===== src/rtl/pattern_loader_if.sv =====
// -----------------------------------------------------------------------------
// pattern_loader_if
// Host-side bus of the pattern loader: frame control, byte write channel
// (valid/ready) and readback channel.
//   start    : single-cycle request to begin a frame        (host -> loader)
//   busy     : frame in progress, up to and including done  (loader -> host)
//   done     : one-cycle pulse, last bit of the frame sent  (loader -> host)
//   wr_data  : pattern byte                                  (host -> loader)
//   wr_valid : wr_data valid                                 (host -> loader)
//   wr_ready : loader accepts a byte this cycle              (loader -> host)
//   rd_data  : byte shifted out of the buffer                (loader -> host)
//   rd_valid : one-cycle pulse, rd_data valid                (loader -> host)
// -----------------------------------------------------------------------------
interface pattern_loader_if;
  logic       start;
  logic       busy;
  logic       done;
  logic [7:0] wr_data;
  logic       wr_valid;
  logic       wr_ready;
  logic [7:0] rd_data;
  logic       rd_valid;

  modport master (
    output start, wr_data, wr_valid,
    input  busy, done, wr_ready, rd_data, rd_valid
  );

  modport slave (
    input  start, wr_data, wr_valid,
    output busy, done, wr_ready, rd_data, rd_valid
  );
endinterface


===== src/rtl/pattern_loader.sv =====
// -----------------------------------------------------------------------------
// pattern_loader
// Fills the downstream 8-bit-wide serial pattern shift buffer. Bytes arrive
// from the host over a valid/ready channel and are serialised MSB-first onto
// sclk/ssel/sin. A frame is exactly BUFSIZE bytes; the first byte sent ends
// up in buffer entry BUFSIZE-1, the last in entry 0.
//
// Optional feature (macro PATTERN_LOADER_READBACK_EN): bits leaving the
// buffer on sout are captured MSB-first and returned as rd_data/rd_valid, so
// the old buffer contents read back while the new ones load. Without the
// macro sout is ignored and rd_data/rd_valid are tied to 0.
//
// Parameters:
//   BUFSIZE : bytes per frame (downstream buffer depth)
//   CLK_DIV : sclk half-period in clk cycles, 1..255
// Ports:
//   clk   : system clock, rising edge
//   rst_n : asynchronous active-low reset
//   host  : host bus (pattern_loader_if.slave)
//   sclk  : serial clock to the buffer (registered)
//   ssel  : serial select to the buffer (registered)
//   sin   : serial data to the buffer (registered)
//   sout  : serial data returned from the buffer (its top bit)
// -----------------------------------------------------------------------------
module pattern_loader #(
  parameter int BUFSIZE = 27,
  parameter int CLK_DIV = 2
) (
  input  logic             clk,
  input  logic             rst_n,
  pattern_loader_if.slave  host,
  output logic             sclk,
  output logic             ssel,
  output logic             sin,
  input  logic             sout
);

  localparam int              BYTE_W    = $clog2(BUFSIZE + 1);
  localparam logic [BYTE_W-1:0] LAST_BYTE = BYTE_W'(BUFSIZE - 1);
  localparam logic [7:0]      DIV_LAST  = 8'(CLK_DIV - 1);

  typedef enum logic [2:0] {
    S_IDLE,
    S_WAIT_BYTE,
    S_BIT_LO,
    S_BIT_HI,
    S_FINISH
  } state_t;

  state_t              r_state;
  state_t              w_next_state;
  logic [BYTE_W-1:0]   r_byte_cnt;
  logic [2:0]          r_bit_cnt;
  logic [7:0]          r_div_cnt;
  // Holds only the bits still to be sent after the one currently on sin;
  // the bit on sin lives in r_sin, so no extra MSB copy is kept.
  logic [6:0]          r_shift;
  logic                r_sclk;
  logic                r_ssel;
  logic                r_sin;

  logic                w_phase_end;
  logic                w_byte_last;
  logic                w_frame_last;

  assign w_phase_end  = (r_div_cnt == DIV_LAST);
  assign w_byte_last  = (r_bit_cnt == 3'd7);
  assign w_frame_last = (r_byte_cnt == LAST_BYTE);

  // ---------------------------------------------------------------------------
  // State register
  // ---------------------------------------------------------------------------
  always_ff @(posedge clk or negedge rst_n) begin
    if (!rst_n) begin
      r_state <= S_IDLE;
    end else begin
      // NOTE: every clocked assignment is non-blocking so all registers see
      // the pre-edge values of each other, independent of statement order.
      r_state <= w_next_state;
    end
  end

  // ---------------------------------------------------------------------------
  // Next-state logic
  // ---------------------------------------------------------------------------
  always_comb begin
    // NOTE: the default comes first so every path assigns w_next_state and
    // no latch is inferred.
    w_next_state = r_state;
    case (r_state)
      S_IDLE:      if (host.start)    w_next_state = S_WAIT_BYTE;
      S_WAIT_BYTE: if (host.wr_valid) w_next_state = S_BIT_LO;
      S_BIT_LO:    if (w_phase_end)   w_next_state = S_BIT_HI;
      S_BIT_HI: begin
        if (w_phase_end) begin
          if (!w_byte_last)      w_next_state = S_BIT_LO;
          else if (w_frame_last) w_next_state = S_FINISH;
          else                   w_next_state = S_WAIT_BYTE;
        end
      end
      S_FINISH:    w_next_state = S_IDLE;
      default:     w_next_state = S_IDLE;
    endcase
  end

  // ---------------------------------------------------------------------------
  // Datapath and registered serial outputs
  // ---------------------------------------------------------------------------
  always_ff @(posedge clk or negedge rst_n) begin
    if (!rst_n) begin
      r_byte_cnt <= '0;
      r_bit_cnt  <= '0;
      r_div_cnt  <= '0;
      r_shift    <= '0;
      r_sclk     <= 1'b0;
      r_ssel     <= 1'b0;
      r_sin      <= 1'b0;
    end else begin
      // Serial lines are decoded from the next state so they line up with the
      // state they belong to; sclk and sin/ssel therefore never move apart
      // while sclk is high.
      r_sclk <= (w_next_state == S_BIT_HI);
      r_ssel <= (w_next_state inside {S_WAIT_BYTE, S_BIT_LO, S_BIT_HI});

      // Phase timer restarts at every phase boundary and outside the bit phases.
      if ((r_state inside {S_BIT_LO, S_BIT_HI}) && !w_phase_end)
        r_div_cnt <= r_div_cnt + 8'd1;
      else
        r_div_cnt <= '0;

      case (r_state)
        S_IDLE: begin
          if (host.start) r_byte_cnt <= '0;
        end
        S_WAIT_BYTE: begin
          if (host.wr_valid) begin
            r_sin     <= host.wr_data[7];
            r_shift   <= host.wr_data[6:0];
            r_bit_cnt <= '0;
          end
        end
        S_BIT_HI: begin
          if (w_phase_end) begin
            r_shift   <= {r_shift[5:0], 1'b0};
            r_bit_cnt <= r_bit_cnt + 3'd1;
            if (w_byte_last)
              r_byte_cnt <= r_byte_cnt + BYTE_W'(1);
            else
              r_sin <= r_shift[6];
          end
        end
        default: ;
      endcase
    end
  end

  assign sclk          = r_sclk;
  assign ssel          = r_ssel;
  assign sin           = r_sin;
  assign host.busy     = (r_state != S_IDLE);
  assign host.done     = (r_state == S_FINISH);
  assign host.wr_ready = (r_state == S_WAIT_BYTE);

  // ---------------------------------------------------------------------------
  // Readback capture
  // ---------------------------------------------------------------------------
`ifdef PATTERN_LOADER_READBACK_EN
  logic [7:0] r_cap;
  logic [7:0] r_rd_data;
  logic       r_rd_valid;

  always_ff @(posedge clk or negedge rst_n) begin
    if (!rst_n) begin
      r_cap      <= '0;
      r_rd_data  <= '0;
      r_rd_valid <= 1'b0;
    end else begin
      r_rd_valid <= 1'b0;
      // sout is sampled just before the sclk rise that would replace it.
      if (r_state == S_BIT_LO && w_phase_end)
        r_cap <= {r_cap[6:0], sout};
      if (r_state == S_BIT_HI && w_phase_end && w_byte_last) begin
        r_rd_data  <= r_cap;
        r_rd_valid <= 1'b1;
      end
    end
  end

  assign host.rd_data  = r_rd_data;
  assign host.rd_valid = r_rd_valid;
`else
  logic w_unused_sout;
  assign w_unused_sout = sout;

  assign host.rd_data  = '0;
  assign host.rd_valid = 1'b0;
`endif

endmodule


===== src/flat_wrapper.sv =====
// flat-port wrapper written by rule: the top's interface ports become plain ports
module pattern_loader_flat 
#(
  parameter int BUFSIZE = 27,
  parameter int CLK_DIV = 2
)
  (clk, rst_n, sclk, ssel, sin, sout, host_start, host_wr_data, host_wr_valid, host_busy, host_done, host_wr_ready, host_rd_data, host_rd_valid);
  pattern_loader_if host_i ();
  input  logic clk;
  input  logic rst_n;
  output logic sclk;
  output logic ssel;
  output logic sin;
  input  logic sout;
  input wire logic [$bits(host_i.start)-1:0] host_start;
  input wire logic [$bits(host_i.wr_data)-1:0] host_wr_data;
  input wire logic [$bits(host_i.wr_valid)-1:0] host_wr_valid;
  output wire logic [$bits(host_i.busy)-1:0] host_busy;
  output wire logic [$bits(host_i.done)-1:0] host_done;
  output wire logic [$bits(host_i.wr_ready)-1:0] host_wr_ready;
  output wire logic [$bits(host_i.rd_data)-1:0] host_rd_data;
  output wire logic [$bits(host_i.rd_valid)-1:0] host_rd_valid;
  assign host_i.start = host_start;
  assign host_i.wr_data = host_wr_data;
  assign host_i.wr_valid = host_wr_valid;
  assign host_busy = host_i.busy;
  assign host_done = host_i.done;
  assign host_wr_ready = host_i.wr_ready;
  assign host_rd_data = host_i.rd_data;
  assign host_rd_valid = host_i.rd_valid;
  pattern_loader #(.BUFSIZE(BUFSIZE), .CLK_DIV(CLK_DIV)) u_core (.clk(clk), .rst_n(rst_n), .host(host_i), .sclk(sclk), .ssel(ssel), .sin(sin), .sout(sout));
endmodule

===== config.mk =====
export PLATFORM = sky130hd
export DESIGN_NAME = pattern_loader_flat
export DESIGN_NICKNAME = d
export VERILOG_FILES = /design/src/rtl/pattern_loader_if.sv /design/src/rtl/pattern_loader.sv /design/src/flat_wrapper.sv
export SDC_FILE = /design/constraint.sdc
export NUM_CORES = 1
export LEC_CHECK = 0
export CAP_MARGIN = 20
export CORE_ASPECT_RATIO = 1.25
export CORE_MARGIN = 2
export CORE_UTILIZATION = 40
export DETAILED_ROUTE_END_ITERATION = 12
export MAX_ROUTING_LAYER = met4
export PLACE_DENSITY = 0.65
export SLEW_MARGIN = 20
export SYNTH_ARGS = -nofsm -noshare
export SYNTH_HDL_FRONTEND = slang
export SYNTH_SLANG_ARGS = --single-unit
export TNS_END_PERCENT = 5

===== constraint.sdc =====
create_clock -name clk -period 4.8 [get_ports clk]
set_input_delay 0.72 -clock clk [delete_from_list [all_inputs] [get_ports clk]]
set_output_delay 0.72 -clock clk [all_outputs]
set_load 0.01 [all_outputs]

==> results of run 1 <==
-- registers in the layout, indices dropped and copies added, names as in the netlist --
register / count
u_core.sin: 1
u_core.r_byte_cnt: 5
u_core.r_bit_cnt: 3
u_core.r_div_cnt: 8
u_core.r_shift: 7
u_core.r_state: 3
u_core.ssel: 1
u_core.sclk: 1
-- metrics by stage --
step	setup WS [ns]	power (uW)
finish	2.303	979.0
global route	2.233	1059
CTS	2.287	989.3
detailed placement	2.351	792.9
global placement	2.354	771.6
floorplan	3.048	692.4
-- worst max path at each step --
stage | depth (start not counted) | start | slack [ns] | to
global placement | 5 | host_wr_valid | 2.35 | u_core.sin
global route | 2 | u_core.r_state[2] | 2.23 | host_busy
floorplan | 2 | u_core.r_state[0] | 3.05 | host_busy
CTS | 2 | u_core.r_state[0] | 2.29 | host_busy
finish | 2 | u_core.r_state[2] | 2.30 | host_busy
detailed placement | 5 | host_wr_valid | 2.35 | u_core.sin
-- logic make-up (layout without fill, tap and decap cells) --
| logic type | count (synthesis) | count (layout) | synth area share [%] |
|---|---|---|---|
| mux | 7 | 7 | 4.488 |
| flops | 29 | 29 | 45.67 |
| xor+xnor | 6 | 6 | 3.308 |
| compound gates | 28 | 28 | 12.05 |
| other cells | 1 | 9 | 0.2360 |
| simple gates | 57 | 57 | 22.05 |
| buf+inv | 17 | 29 | 7.480 |
| fa+ha+maj | 6 | 6 | 4.724 |
-- layer usage --
layer  vias up  wire (um)  global-route usage (%)
met5         -          0                       -
met4         0         56                   6.914
met3         6        111                   4.696
met2        21       1429                   22.83
met1       542       1284                   19.03
li1        555          -                       -
-- worst max-delay path, cell delays in order (launching register included) --
cell and delay [ns]:
dfrtp_1 0.49, or3_2 0.52, clkdlybuf4s50_1 0.49
-- final cells by class --
cell class | count | area [sq um] | area share (%)
multi-input combinational | 113 | 774.5 | 42.11
sequential | 29 | 725.7 | 39.46
timing repair buffer | 18 | 177.7 | 9.660
clock buffer | 6 | 72.57 | 3.946
tap | 54 | 67.56 | 3.673
inverter | 3 | 11.26 | 0.6122
clock inverter | 2 | 10.01 | 0.5442
-- where the power goes --
group / internal [uW] / total [uW] / switching [uW]
logic: 176 / 377 / 201
registers: 331 / 409 / 78.3
clock network: 100 / 193 / 92.4
-- cell usage in the layout, fill, tap and decap left out, types with 2 or more instances in the layout --
master	n
clkinv_2	2
nor2_1	15
ha_1	6
mux2i_1	6
conb_1	9
nor4b_4	2
nand3_1	4
nor3b_1	2
or3_1	4
and2_1	2
nand4_1	2
xor2_1	3
and3_1	3
nor2b_1	2
nand2_1	11
xnor2_1	3
o2111ai_1	2
a22o_1	3
o21ai_1	6
clkbuf_8	5
inv_1	3
clkdlybuf4s50_1	17
a21oi_1	3
o21ai_0	6
dfrtp_1	29
==> flow_metrics.tcl, run 1 <==
set metrics [dict create \
    path_clk_slew_ns 0.06 \
    max-vdd-ir-drop_uv 292.2 \
    crit_required_ns 4.08 \
    via_per_inst 4.996 \
    synthArstFlopShare_pct 100.0 \
    total_leakage_power_uw 0.0008259 \
    vias 1124 \
    ys_seq_area_share_pct 45.67 \
    cts_hold_buf 0 \
    initial_utilization_pct 41.98 \
    utilization_pct 48.60 \
    wl_per_cell_um 12.81 \
    synth_cell_types 44 \
    synth_edf_count 0 \
    skew_ns 0.002404 \
    n_fill_cell 345 \
    slew_viol_final 0 \
    fmax_ghz 0.4004 \
    syn-instance-count 151 \
    synth.area.top_cells "dfrtp_1, buf_4, ha_1" \
    cts_resized 0 \
    dr.pass1.iters 4 \
    port_buffers 17 \
    rrSetupSlack_ns 2.79 \
    relSlewSlack_pct 47.92 \
    critical_path_class "flop to output port" \
    yosys.cell_count.top_type "dfrtp_1" \
    io_pins 28 \
    root_buffer "clkbuf_8" \
    finalInstanceArea_sq_um 1839 \
    outcome "finished, final reports clean" \
    wl_um 2882 \
    regToRegStartpoint "u_core.r_state[2]" \
    min_path_cells 1 \
    dieArea_sq_um 4496 \
    worstMarginPinSlew_ns 0.7787 \
    ys_ff_latch 29 \
    cts.sinks 29 \
    n_antenna_cell 0 \
    antenna_found_initial 0 \
    setup_viol 0 \
    ys.flop_type "dfrtp_1" \
    cts.path.max_buffers 2 \
    post_cts_buffers 0 \
    rr_worst_depth 4 \
    hold_end "u_core.r_div_cnt[0]" \
    rsz0062_at_grt "false" \
    layoutNonFillerInstCount 225 \
    layout-drive-gt1-share_pct 11.11 \
    drc_errors 0 \
    synth_common_cells "dfrtp_1, nor2_1, nand2_1" \
    avgSynthCellArea_sq_um 10.52 \
    yosysTopAreaCell "dfrtp_1" \
    hold_path_class "flop to flop" \
    core-area_sq_um 3785 \
    die_w_um 60.38 \
    placed_cell_area_sq_um 1757 \
    grt_first_pass_wirelength_um 4968 \
    detail-route-antenna-nets 0 \
    htreeDepth 2 \
    reg2reg_to "u_core.sin" \
    grt_overflow 0 \
    place_inst 217 \
    area_growth_pct 15.75 \
    arrival_ns 1.78 \
    place.gp.congestion 0.7899 \
    hold_viol 0 \
    first_global_vias 1115 \
    cts_made_buffers 5 \
    start_kind "flop" \
    powerDensity_nw_per_um2 532.3 \
    fin_crit_sh_pct 52.03 \
    setup_tns_ns 0 \
    endpoint_kind "output port" \
    row_count 25 \
    cap_violations 0 \
    hp-start "u_core.r_div_cnt[0]" \
    drt_iter0_drc 28 \
    worstPathMaxFanout 11 \
    cts_tree "done" \
    layout_min_cycle_time_ns 2.497 \
    synth.cell_area_sq_um 1589 \
    clock_latency_ns 0.28 \
    grt_max_degree 30 \
    yosysTopAreaCellShare_pct 45.67 \
    die_h_um 74.47 \
    yosysWarnings 0 \
    hold_ws_ns 0.4890 \
    hpwl_um 2065 \
    nNetsFinal 189 \
    grt_usage_pct 15.35 \
]
Note: power is estimated with default switching activity, not from simulation.
==> run 2: changes to the inputs <==
==> constraint.sdc (replaced) <==
create_clock -name clk -period 2.3 [get_ports clk]
set_input_delay 0.345 -clock clk [delete_from_list [all_inputs] [get_ports clk]]
set_output_delay 0.345 -clock clk [all_outputs]
set_load 0.01 [all_outputs]
==> run 2 against run 1 <==
Against the previous run:
- core utilization up 0.69 points
- combinational power grew 110%
- global-route usage increased by 1.1 points
- first-iteration DRC count rose by 89%
==> flow_metrics.tcl, run 2 (synthesis results as in run 1) <==
set metrics [dict create \
    cts.path.max_buffers 2 \
    path_cells "or3_2 > clkdlybuf4s50_1" \
    via_per_inst 5.049 \
    cts_tree "done" \
    grt_overflow 0 \
    hold_path_class "primary input to asynchronous set/reset pin" \
    hpwl_um 2226 \
    cts_made_buffers 5 \
    core-area_sq_um 3785 \
    post_cts_buffers 0 \
    max-vdd-ir-drop_uv 571.0 \
    die_h_um 74.47 \
    cp_slowest_cell "or3_2" \
    die_w_um 60.38 \
    arrival_ns 1.77 \
    endpoint_kind "output port" \
    wl_um 3083 \
    io_pins 28 \
    skew_ns 0.006434 \
    finalInstanceArea_sq_um 1866 \
    drc_errors 0 \
    crit_required_ns 1.96 \
    slew_viol_final 0 \
    path_clk_slew_ns 0.07 \
    root_buffer "clkbuf_8" \
    hold_viol 0 \
    fin_crit_sh_pct 91.76 \
    placed_cell_area_sq_um 1764 \
    utilization_pct 49.29 \
    top_regs "u_core.r_div_cnt x8, u_core.r_shift x7, u_core.r_byte_cnt x5" \
    dieArea_sq_um 4496 \
    fmax_ghz 0.4738 \
    final_cell_mix "dfrtp_1, clkdlybuf4s50_1, nor2_1" \
    place_inst 218 \
    antenna_found_initial 0 \
    cts.sinks 29 \
    rr_worst_depth 6 \
    wl_per_cell_um 13.64 \
    port_buffers 17 \
    largest_register "u_core.r_div_cnt" \
    powerDensity_nw_per_um2 1144 \
    detail-route-antenna-nets 0 \
    n_antenna_cell 0 \
    cap_violations 0 \
    setup_tns_ns 0 \
    place.gp.congestion 0.7254 \
    first_global_vias 1200 \
    place_ws_ns 0.3163 \
    vias 1141 \
    rsz0062_at_grt "false" \
    slowest_delay_ns 0.50 \
    start_kind "flop" \
    cts_hold_buf 0 \
    outcome "finished, final reports clean" \
    cts_resized 0 \
    regToRegStartpoint "u_core.r_div_cnt[1]" \
    largest_register_ff_count 8 \
    critical_path_class "flop to output port" \
    layoutNonFillerInstCount 226 \
    area_growth_pct 17.40 \
    layout_min_cycle_time_ns 2.110 \
    worstPathMaxFanout 11 \
    reg2reg_to "u_core.sin" \
    mostFrequentLayoutCell "dfrtp_1" \
    nNetsFinal 190 \
    drt_iter0_drc 53 \
    grt_max_degree 30 \
    initial_utilization_pct 41.98 \
    setup_viol 0 \
    clock_latency_ns 0.29 \
    rrSetupSlack_ns 0.45 \
    layout-drive-gt1-share_pct 12.21 \
    row_count 25 \
    dr.pass1.iters 4 \
    total_leakage_power_uw 0.0008394 \
    htreeDepth 2 \
    worst_slack_ns 0.1896 \
    grt_usage_pct 16.49 \
    grt_first_pass_wirelength_um 5237 \
]
[run 2: cell types whose count changed in the layout (fill, tap and decap cells not counted), sizes merged]
| cell | before | now |
|---|---|---|
| clkinv | 2 | 1 |
| clkbuf | 6 | 7 |
| buf | 1 | 2 |
[run 2: metal layers]
layer | GRT usage, % | part of all wire (%) | vias up
met4 | 6.667 | 1.6 | 0
met2 | 27.05 | 50 | 21
met5 | - | 0 | -
met1 | 17.82 | 44 | 559
li1 | - | - | 554
met3 | 6.087 | 4.4 | 7
[run 2: cell type report]
class                   instances  area (sq um)
clock buffers                   7         96.34
inverters                       3         11.26
repair buffers                 19         185.2
flip-flops and latches         29         725.7
clock inverters                 1         5.005
multi-input cells             113         774.5
well taps                      54         67.56
fillers                       360          1919
[run 2: metrics by stage]
step,hold slack [ns],power [uW]
2_1_floorplan,0.04941,1445
3_3_place_gp,0.4720,1625
3_5_place_dp,0.4882,1681
4_1_cts,0.4473,2161
5_1_grt,0.4908,2306
6_report,0.4389,2135
[run 2: worst max-delay path by stage]
stage,startpoint,slack [ns],cells after the start,end
after CTS,u_core.r_state[2],0.18,2,host_busy
after global routing,u_core.r_state[0],0.10,2,host_busy
after global placement,host_start,0.38,5,u_core.r_byte_cnt[4]
after floorplan,u_core.r_bit_cnt[0],0.72,6,u_core.r_byte_cnt[3]
final,u_core.r_state[2],0.19,2,host_busy
after detailed placement,host_start,0.32,5,u_core.r_byte_cnt[3]
[run 2: worst max-delay path: cells and delay by family, from the launching register on]
family / cells / cell delay [ns]
buf+inv: 1 / 0.49
flops: 1 / 0.49
simple gates: 1 / 0.50
[run 2: power by group]
part | internal, uW | leakage, uW | switching [uW]
Sequential | 691 | 0.000363 | 170
Combinational | 377 | 0.000422 | 430
Clock | 270 | 0.0000542 | 197
Total | 1340 | 0.000839 | 797
==> run 3: changes to the inputs <==
--- a/config.mk
+++ b/config.mk
@@ -6,10 +6,11 @@
 export NUM_CORES = 1
 export LEC_CHECK = 0
 export CAP_MARGIN = 20
-export CORE_ASPECT_RATIO = 1.25
+export CORE_ASPECT_RATIO = 1.1
 export CORE_MARGIN = 2
 export CORE_UTILIZATION = 40
 export DETAILED_ROUTE_END_ITERATION = 12
+export GPL_ROUTABILITY_DRIVEN = 0
 export MAX_ROUTING_LAYER = met4
 export PLACE_DENSITY = 0.65
 export SLEW_MARGIN = 20
==> run 3 against run 2 <==
Against the previous run:
- routed wire length is 2.8% lower
- worst setup slack better by 0.0046 ns
- first-iteration DRC count fell by 5.7%
- fmax increased by 0.22%
- critical path type unchanged
- largest cell class unchanged
==> flow_metrics.tcl, run 3 (synthesis results as in run 1) <==
set metrics [dict create \
    core-area_sq_um 3874 \
    dieArea_sq_um 4493 \
    n_fill_cell 355 \
    start_kind "flop" \
    arrival_ns 1.76 \
    cts.path.max_buffers 2 \
    area_growth_pct 18.19 \
    row_count 24 \
    rrSetupSlack_ns 0.50 \
    powerDensity_nw_per_um2 1168 \
    layout_min_cycle_time_ns 2.106 \
    grt_max_degree 30 \
    clock_latency_ns 0.28 \
    cp-startpoint "u_core.r_state[2]" \
    wl_um 2998 \
    rr_worst_depth 4 \
    top_regs "u_core.r_div_cnt x8, u_core.r_shift x7, u_core.r_byte_cnt x5" \
    hold_path_class "primary input to asynchronous set/reset pin" \
    regToRegStartpoint "u_core.r_state[2]" \
    root_buffer "clkbuf_8" \
    n_antenna_cell 0 \
    nNetsFinal 190 \
    largest_register_ff_count 8 \
    fin_crit_sh_pct 91.56 \
    detail-route-antenna-nets 0 \
    max-vdd-ir-drop_uv 503.7 \
    setup_viol 0 \
    wl_per_cell_um 13.38 \
    cap_violations 0 \
    largest_register "u_core.r_div_cnt" \
    port_buffers 17 \
    initial_utilization_pct 41.02 \
    htreeDepth 2 \
    mostFrequentLayoutCell "dfrtp_1" \
    drt_iter0_drc 50 \
    power_uw 2194 \
    power_switching_uw 775.9 \
    antenna_found_initial 0 \
    cts.sinks 29 \
    grt_overflow 0 \
    reg2reg_to "u_core.r_byte_cnt[3]" \
    skew_ns 0.004191 \
    dr.pass1.iters 4 \
    layout-drive-gt1-share_pct 11.63 \
    endpoint_kind "output port" \
    slew_viol_final 0 \
    combPwrFrac_pct 35.8 \
    cts_hold_buf 0 \
    hold_viol 0 \
    grt_usage_pct 15.22 \
    drc_errors 0 \
    io_pins 28 \
    grt_first_pass_wirelength_um 5099 \
    post_cts_buffers 0 \
    path_clk_slew_ns 0.07 \
    swShare_pct 35.36 \
    clkPwrFrac_pct 25.1 \
    total_leakage_power_uw 0.0008436 \
    vias 1124 \
    hpwl_um 2156 \
    cp-endpoint "host_busy" \
    die_w_um 64.10 \
    worstPathMaxFanout 11 \
    final_cell_mix "dfrtp_1, clkdlybuf4s50_1, nor2_1" \
    cts_resized 0 \
    critical_path_class "flop to output port" \
    power.internal_uw 1418 \
    via_per_inst 5.018 \
    rsz0062_at_grt "false" \
    cts_tree "done" \
    seqPwrFrac_pct 39.1 \
    cts_made_buffers 5 \
    die_h_um 70.11 \
    setup_tns_ns 0 \
    outcome "finished, final reports clean" \
    crit_required_ns 1.96 \
    first_global_vias 1133 \
    fmax_ghz 0.4749 \
]
-- run 3: changes by cell type in the layout (fill, tap and decap cells not counted), sizes merged --
| cell | change |
|---|---|
| clkinv | -1 |
| bufinv | +1 |
-- run 3: layer usage --
metal | vias up | track usage (%) | share of wire [%]
met2 | 8 | 25.23 | 52
met3 | 6 | 4.831 | 2.8
met5 | - | - | 0
met4 | 0 | 5.674 | 1.6
met1 | 555 | 17.12 | 43
li1 | 555 | - | -
-- run 3: how the worst min path moves through the flow --
stage,start,to,cells past startpoint
floorplan,rst_n,u_core.r_bit_cnt[0],0
global placement,u_core.r_shift[4],u_core.r_shift[4],2
detailed placement,u_core.r_shift[5],u_core.r_shift[5],2
CTS,rst_n,u_core.r_byte_cnt[2],2
global route,rst_n,u_core.r_byte_cnt[4],2
finish,rst_n,u_core.r_byte_cnt[2],2
-- run 3: critical path, cell delays in order (launching register included) --
cell,delay (ns)
dfrtp_1,0.49
or3_2,0.50
clkdlybuf4s50_1,0.48
-- run 3: per-stage QoR --
stage                     area, sq um  setup WS, ns  cells  hold slack (ns)  util (%)
final                            1878        0.1942    224           0.4513     48.48
after global routing             1878        0.1159    224           0.5023     48.48
after global placement           1762        0.3447    216           0.4677     45.48
after CTS                        1878        0.1864    224           0.4642     48.48
after floorplan                  1619        0.7189    159          0.04941         -
after detailed placement         1762        0.2628    216           0.4845     45.48
-- run 3: final cells by class --
type | instances | area [sq um] | area share (%)
Tap cell | 52 | 65.06 | 3.464
Inverter | 3 | 11.26 | 0.5996
Multi-Input combinational cell | 113 | 774.5 | 41.24
Clock buffer | 7 | 86.33 | 4.597
Clock inverter | 1 | 30.03 | 1.599
Sequential cell | 29 | 725.7 | 38.64
Timing Repair Buffer | 19 | 185.2 | 9.860
-- run 3: power groups by stage --
stage / Sequential, uW / Clock (uW) / Combinational (uW)
6_report: 859 / 551 / 785
5_1_grt: 886 / 593 / 907
4_1_cts: 856 / 568 / 800
3_5_place_dp: 867 / 0 / 797
3_3_place_gp: 852 / 0 / 763
2_1_floorplan: 814 / 0 / 631
